## src/rtl/secded_pkg.sv

```systemverilog
// secded_pkg: shared SEC/DED widths, Hamming position map and check-bit function
package secded_pkg;
  localparam int DATA_W = 16;
  localparam int CHK_W  = 6;
  localparam int CODE_W = DATA_W + CHK_W;
  localparam logic [4:0] POS [DATA_W] = '{
    5'd3, 5'd5, 5'd6, 5'd7, 5'd9, 5'd10, 5'd11, 5'd12,
    5'd13, 5'd14, 5'd15, 5'd17, 5'd18, 5'd19, 5'd20, 5'd21
  };
  // c[i] covers data bits whose Hamming position has bit i set; c[5] is overall parity
  function automatic logic [CHK_W-1:0] secded_chk(input logic [DATA_W-1:0] d);
    logic [CHK_W-1:0] c;
    c = '0;
    for (int k = 0; k < DATA_W; k++)
      for (int i = 0; i < CHK_W - 1; i++)
        c[i] = c[i] ^ (d[k] & POS[k][i]);
    c[CHK_W-1] = ^{d, c[CHK_W-2:0]};
    return c;
  endfunction
endpackage

```

## src/rtl/secded_fifo2.sv

```systemverilog
// secded_fifo2: generic 2-entry valid/ready buffer with registered head and flush
module secded_fifo2 #(
  parameter int W = 22
) (
  input  logic         clk,
  input  logic         rst,
  input  logic         clr,
  input  logic         in_valid,
  output logic         in_ready,
  input  logic [W-1:0] in_data,
  output logic         out_valid,
  input  logic         out_ready,
  output logic [W-1:0] out_data
);
  logic [1:0]   cnt_q, cnt_d;
  logic [W-1:0] head_q, head_d, tail_q, tail_d;
  logic         push, pop;
  assign in_ready  = (cnt_q != 2'd2) && !clr;
  assign out_valid = cnt_q != 2'd0;
  assign out_data  = head_q;
  assign push      = in_valid && in_ready;
  assign pop       = out_valid && out_ready;
  // next occupancy and entries; a push into an emptying single entry becomes the new head
  always_comb begin
    cnt_d  = clr ? 2'd0 : cnt_q + {1'b0, push} - {1'b0, pop};
    head_d = (push && (cnt_q == 2'd0 || (cnt_q == 2'd1 && pop))) ? in_data :
             (pop && cnt_q == 2'd2) ? tail_q : head_q;
    tail_d = (push && cnt_q == 2'd1 && !pop) ? in_data : tail_q;
  end
  // state registers, synchronous reset
  always_ff @(posedge clk) begin
    if (rst) begin
      cnt_q  <= 2'd0;
      head_q <= '0;
      tail_q <= '0;
    end else begin
      cnt_q  <= cnt_d;
      head_q <= head_d;
      tail_q <= tail_d;
    end
  end
endmodule

```

## src/rtl/secded_encoder_stream.sv

```systemverilog
// secded_encoder_stream: streaming 16->22 SEC/DED encoder; optional SECDED_ERR_INJECT_EN adds one-shot error injection
module secded_encoder_stream
  import secded_pkg::*;
#(
  parameter int CNT_W = 16
) (
  input  logic              clk,
  input  logic              rst,
  input  logic              clr,
  input  logic              in_valid,
  output logic              in_ready,
  input  logic [DATA_W-1:0] in_data,
  output logic              out_valid,
  input  logic              out_ready,
  output logic [CODE_W-1:0] out_code,
`ifdef SECDED_ERR_INJECT_EN
  input  logic              inj_arm,
  input  logic [CODE_W-1:0] inj_mask,
`endif
  output logic [CNT_W-1:0]  word_cnt
);
  logic              accept;
  logic [CODE_W-1:0] inj, code;
  logic [CNT_W-1:0]  word_cnt_q, word_cnt_d;
  assign accept   = in_valid && in_ready;
  assign code     = {secded_chk(in_data), in_data} ^ inj;
  assign word_cnt = word_cnt_q;
`ifdef SECDED_ERR_INJECT_EN
  logic              armed_q, armed_d;
  logic [CODE_W-1:0] mask_q, mask_d;
  // a same-cycle arm wins over a pending mask; any accept consumes the armed state
  always_comb begin
    inj     = inj_arm ? inj_mask : armed_q ? mask_q : '0;
    armed_d = !accept && (inj_arm || armed_q);
    mask_d  = inj_arm ? inj_mask : mask_q;
  end
  // injection state registers
  always_ff @(posedge clk) begin
    if (rst) begin
      armed_q <= 1'b0;
      mask_q  <= '0;
    end else begin
      armed_q <= armed_d;
      mask_q  <= mask_d;
    end
  end
`else
  assign inj = '0;
`endif
  // saturating count of accepted words
  always_comb word_cnt_d = (accept && word_cnt_q != '1) ? word_cnt_q + CNT_W'(1) : word_cnt_q;
  // counter register
  always_ff @(posedge clk) begin
    if (rst) word_cnt_q <= '0;
    else     word_cnt_q <= word_cnt_d;
  end
  secded_fifo2 #(.W(CODE_W)) u_fifo (
    .clk       (clk),
    .rst       (rst),
    .clr       (clr),
    .in_valid  (in_valid),
    .in_ready  (in_ready),
    .in_data   (code),
    .out_valid (out_valid),
    .out_ready (out_ready),
    .out_data  (out_code)
  );
endmodule

```

## config.mk

```make
export PLATFORM = sky130hd
export DESIGN_NAME = secded_encoder_stream
export DESIGN_NICKNAME = d
export VERILOG_FILES = /design/src/rtl/secded_pkg.sv /design/src/rtl/secded_fifo2.sv /design/src/rtl/secded_encoder_stream.sv
export SDC_FILE = /design/constraint.sdc
export NUM_CORES = 1
export LEC_CHECK = 0
export CAP_MARGIN = 20
export CELL_PAD_IN_SITES_DETAIL_PLACEMENT = 0
export CELL_PAD_IN_SITES_GLOBAL_PLACEMENT = 2
export CORE_UTILIZATION = 30
export CTS_BUF_LIST = sky130_fd_sc_hd__clkbuf_16
export CTS_CLUSTER_DIAMETER = 120
export CTS_CLUSTER_SIZE = 30
export DETAILED_ROUTE_END_ITERATION = 10
export PLACE_DENSITY = 0.83
export SLEW_MARGIN = 20
export SYNTH_ARGS = -nofsm -noshare
export SYNTH_HDL_FRONTEND = slang
export SYNTH_SLANG_ARGS = --single-unit
```

## constraint.sdc

```tcl
create_clock -name clk -period 2.2 [get_ports clk]
set_input_delay 0.44 -clock clk [delete_from_list [all_inputs] [get_ports clk]]
set_output_delay 0.44 -clock clk [all_outputs]
set_load 0.02 [all_outputs]
```

# After elaboration in Yosys (flattened, before gate mapping)
# Index checks and enable logic that the tools add are counted.
[classes]
mul = 0
n_addsub = 3
magnitude_cmp = 0
n_shift = 0
reduce_logical = 17
n_mux = 2
div = 0
eq_ne = 4
bitwise = 35
[op_table]
columns = ["cell", "n"]
rows = [
  ["22-bit 2-to-1 mux", 2],
  ["1-bit XOR", 35],
  ["21-bit XOR reduction", 1],
  ["16-bit by 1-bit adder with 16-bit output, second input constant", 1],
  ["16-bit inequality test, second input constant", 1],
  ["1-bit logical AND", 9],
  ["2-bit nonzero test", 2],
  ["2-bit by 1-bit adder with 2-bit output", 1],
  ["2-bit by 1-bit equality test with 1-bit output, second input constant", 1],
  ["2-bit equality test, second input constant", 1],
  ["1-bit logical NOT", 2],
  ["2-bit logical NOT", 1],
  ["2-bit inequality test, second input constant", 1],
  ["2-bit OR reduction", 1],
  ["2-bit by 1-bit subtractor with 2-bit output", 1],
  ["1-bit logical OR", 1],
]
[totals]
out_inout_bits = 40
latchBits = 0
mem_bits_rw = 0
wordCells = 65
in_bits = 21
n_memories = 0
regBits = 62
mem_bits_ro = 0

# Depth between registers and ports, before layout
[depth]
ltp_word = 11
ltp_mapped = 9

# Cells and area by module
# From an unflattened synthesis, not the netlist that was laid out.
[hier_totals]
cells_unflattened = 367
area_unflattened_um2 = 3138.0
[modules_own_cells]
columns = ["mod", "area_each_um2", "cells_each", "instances"]
rows = [
  ["secded_fifo2", 2049.5, 247, 1],
  ["secded_encoder_stream", 1088.5, 120, 1],
]

# Least setup slack after synthesis
# OpenSTA, ideal clock, no wires.
[synth_timing]
path_kind = "register -> register"
start = "reg u_fifo.cnt_q[1]"
end = "reg u_fifo.head_q[10], in the netlist u_fifo.out_data[10]"
t_required_ps = 2053
setup_slack_ps = 173
period_less_slack_ps = 2027
setup_time_ps = 147
arrival_ps = 1880
path_stages_with_launch = 10
n_path_buf = 4
cell_sequence = "dfxtp_1 -> nor2b_1 -> buf_2 -> or3_1 -> buf_2 -> or3_1 -> buf_2 -> buf_2 -> nor2_1 -> a311oi_2"
[synth_via]
elab_chain_cells = 6
[synth_lines]
columns = ["item", "line_no", "rtl"]
rows = [
  ["start, declared", "secded_fifo2.sv:15", "logic [1:0] cnt_q, cnt_d;"],
  ["start signal, assigned", "secded_fifo2.sv:37", "cnt_q <= cnt_d;"],
  ["2-bit nonzero test", "secded_fifo2.sv:19", "assign out_valid = cnt_q != 2'd0;"],
  ["1-bit logical AND", "secded_fifo2.sv:22", "assign pop = out_valid && out_ready;"],
  ["1-bit logical AND", "secded_fifo2.sv:26", "head_d = (push && (cnt_q == 2'd0 || (cnt_q == 2'd1 && pop))) ? in_data :"],
  ["1-bit logical OR", "secded_fifo2.sv:26", ""],
  ["1-bit logical AND", "secded_fifo2.sv:26", ""],
  ["22-bit 2-to-1 mux / 2-bit nonzero test (equally long branches)", "-", ""],
  ["end signal, assigned", "secded_fifo2.sv:34", "head_q <= '0;"],
  ["end signal, assigned", "secded_fifo2.sv:38", "head_q <= head_d;"],
  ["end, declared", "secded_fifo2.sv:16", "logic [W-1:0] head_q, head_d, tail_q, tail_d;"],
]
# Several ways; a longest one is shown, not always the timed one.
# A chain may end at the register's enable or synchronous reset.

# Worst setup path in the final report
[layout_timing]
start = "in in_valid"
end = "reg u_fifo.head_q[21], in the netlist u_fifo.out_data[21]"
[layout_via]
elab_chain_cells = 3
[layout_lines]
columns = ["item", "line_no", "rtl"]
rows = [
  ["start, declared", "secded_encoder_stream.sv:10", "input logic in_valid,"],
  ["1-bit logical AND (*)", "secded_fifo2.sv:21", "assign push = in_valid && in_ready;"],
  ["1-bit logical AND (*)", "secded_fifo2.sv:26", ""],
  ["22-bit 2-to-1 mux / 2-bit nonzero test (equally long branches)", "-", ""],
]
# Every way passes the cells marked *; elsewhere a longest branch is shown, timed or not.

==> impl_metrics.json <==
{
  "status": "complete, no violations",
  "worst_ep_required_time_ns": 2.45,
  "post_drt_wl_per_cell_um": 14.0,
  "cp_slowest_cell": "or3_2",
  "path_class": "in -> reg",
  "synth_area_per_cell_sq_um": 8.52,
  "synth_fp_nets": 390,
  "synth-simple-area-share_pct": 25.8,
  "p_total_mw": 3.25,
  "async_flop_share_pct": 0,
  "hold_viol": 0,
  "cts_sinks": 62,
  "setup_slack_ns": 0.0921,
  "root_buffer": "clkbuf_16",
  "design_area_sq_um": 4410,
  "min_period_over_period_pct": 95.8,
  "vias": 2858,
  "hp-class": "reg -> reg",
  "portBuffers": 60,
  "synthMuxAreaShare_pct": 0,
  "fin_nets": 474,
  "grt_pass1_wl_mm": 14.1,
  "synth-compound-area-share_pct": 15.0,
  "yosys-top-cells-area": "dfxtp_1 40%, a311oi_2 10%, nand2_1 8.3%",
  "worst_r2r_path_depth": 6,
  "ios": 61,
  "cap_violations": 0,
  "ir_worst_vdd_mv": 0.376,
  "slew_headroom_pct": 71.4,
  "ys_ff_latch": 62,
  "drcViolationCount": 0,
  "fp.dieW_um": 104,
  "gp_congestion": 0.783,
  "ys_warn_count": 0,
  "antenna_found_initial": 0,
  "synthAdderAreaFrac_pct": 1.20,
  "grt_max_degree": 44,
  "p_per_area_nw_per_um2": 738,
  "routed_wl_mm": 8.21,
  "area_growth_pct": 41.2,
  "design.core.area_sq_um": 9910,
  "synth_edf_count": 0,
  "utilization_pct": 44.5,
  "syn_area_sq_um": 3120,
  "max_freq_ghz": 0.474,
  "drt_iter0_drc": 87,
  "maxSlewViolCount": 0,
  "synth_cell_type_count": 32,
  "placed_area_sq_um": 4100,
  "htreeDepth": 3,
  "cts_tree": "yes",
  "synth_ff_type": "dfxtp_1",
  "diodes": 0,
  "clock_path_buffers": 2,
  "cts_buffers": 9,
  "fp.dieArea_sq_um": 10800,
  "leakage_nw": 1.55,
  "crit_fanout": 43,
  "start_util_pct": 31.5,
  "period_minus_slack_ns": 2.11,
  "setup_viol": 0,
  "cp.arrival_ns": 2.36,
  "cp-end-kind": "register",
  "synthXorXnorAreaFrac_pct": 13.4,
  "synth_top_family_by_area": "simple AND/OR/NAND/NOR gates",
  "synth_top_area_cell": "dfxtp_1",
  "via_per_inst": 4.86,
  "overflow": 0,
  "final_layout_size_suffix_gt1_share_pct": 17.6,
  "rsz0062_at_grt": "false",
  "path_cells": "clkdlybuf4s50_1 -> inv_1 -> or3_1 -> or3_2 -> buf_12 -> a31o_1 -> a21oi_1",
  "place.detailed.hpwl_mm": 5.68,
  "yosys.area.top_type_share_pct": 39.8,
  "clk_pin_slew_ns": 0.05,
  "fin_skew_ns": 0.00602,
  "track_usage_pct": 16.3,
  "tns_ns": 0,
  "whs_path_depth": 2,
  "synth_seq_area_share_pct": 39.8,
  "ant_nets": 0,
  "start_kind": "input port",
  "grt_pass1_vias": 2865,
  "slowest_delay_ns": 0.50,
  "drt_first_pass_iters": 4,
  "rows": 36,
  "syn_inst": 366,
  "die_h_um": 104,
  "insertion_delay_ns": 0.33,
  "worst_slew_pin_slew_ns": 0.429,
  "place_ws_ns": -0.220
}
where the power goes:
part	total, mW	internal, mW	switching (mW)
Clock	1.46	0.974	0.486
Combinational	0.595	0.297	0.298
Sequential	1.20	1.17	0.0275
cells in the final DEF (no fill, tap or decap), types with 2 or more instances in the layout:
cell type	count
ha_1	3
dfxtp_1	62
nor2_1	41
buf_4	37
nor4_1	3
buf_12	3
xor2_1	12
and3_1	2
or4_1	2
nor3_1	7
nand4_1	10
o21ai_0	3
a21oi_1	24
nand3_1	27
clkinv_2	2
inv_1	7
xnor2_1	28
clkdlybuf4s50_1	58
bufinv_16	2
nor3b_1	3
nand2_1	69
clkbuf_16	9
a311oi_2	21
xnor3_1	3
or3_1	3
state kept, by name, indices dropped and copies added (netlist names):
| name | cells |
|---|---|
| u_fifo.out_data | 22 |
| word_cnt | 16 |
| u_fifo.tail_q | 22 |
| u_fifo.cnt_q | 2 |
cells by family after synthesis:
logic type | count (synthesis)
flops | 62
compound gates | 50
simple gates | 176
xor+xnor | 43
fa+ha+maj | 3
buf+inv | 32
path summary, 6_finish.rpt:
path	slack [ns]	endpoint	startpoint
max	0.09	u_fifo.out_data[21]	in_valid
min	0.45	u_fifo.tail_q[11]	u_fifo.tail_q[11]
max reg2reg	0.17	u_fifo.out_data[21]	u_fifo.cnt_q[1]
min reg2reg	0.45	u_fifo.tail_q[11]	u_fifo.tail_q[11]
per-layer routing:
metal / part of all wire (%) / track usage (%) / vias to the layer above
li1: - / - / 1429
met1: 49 / 21.1 / 1355
met2: 46 / 26.1 / 61
met3: 3.5 / 3.63 / 13
met4: 2.0 / 6.73 / 0
met5: 0 / 0 / -
synth_stat cells (4+ instances only):
library cell and instances:
xnor2_1 28, buf_2 6, a21oi_1 24, nor3_1 7, nand2_1 69, a311oi_2 21, dfxtp_1 62, nand3_1 27
nand4_1 10, nor2_1 41, clkbuf_1 18, inv_1 5, xor2_1 12, or3_1 4
repair_timing:
| action | in CTS | in global routing |
|---|---|---|
| resized for setup | 1 | 0 |
| setup endpoints to repair | 1 | 0 |
| hold buffers | 0 | 0 |
| setup buffers | 0 | 0 |
per-stage QoR:
| step | hold WS (ns) | std cells |
|---|---|---|
| finish | 0.453 | 588 |
| global route | 0.469 | 588 |
| CTS | 0.454 | 588 |
| detailed placement | 0.447 | 572 |
| global placement | 0.442 | 572 |
| floorplan | 0.437 | 366 |
layout make-up:
| cell class | count | area [sq um] |
|---|---|---|
| Clock buffer | 9 | 225 |
| Clock inverter | 7 | 81.3 |
| Fill cell | 1007 | 5500 |
| Inverter | 5 | 18.8 |
| Multi-Input combinational cell | 272 | 1740 |
| Sequential cell | 62 | 1240 |
| Tap cell | 133 | 166 |
| Timing Repair Buffer | 100 | 932 |
worst max-delay path: cells and delay by family:
family          cells  cell delay (ns)
compound gates      2             0.31
simple gates        2             0.89
buf+inv             3             0.73
Power figures use the tool's default switching activity.
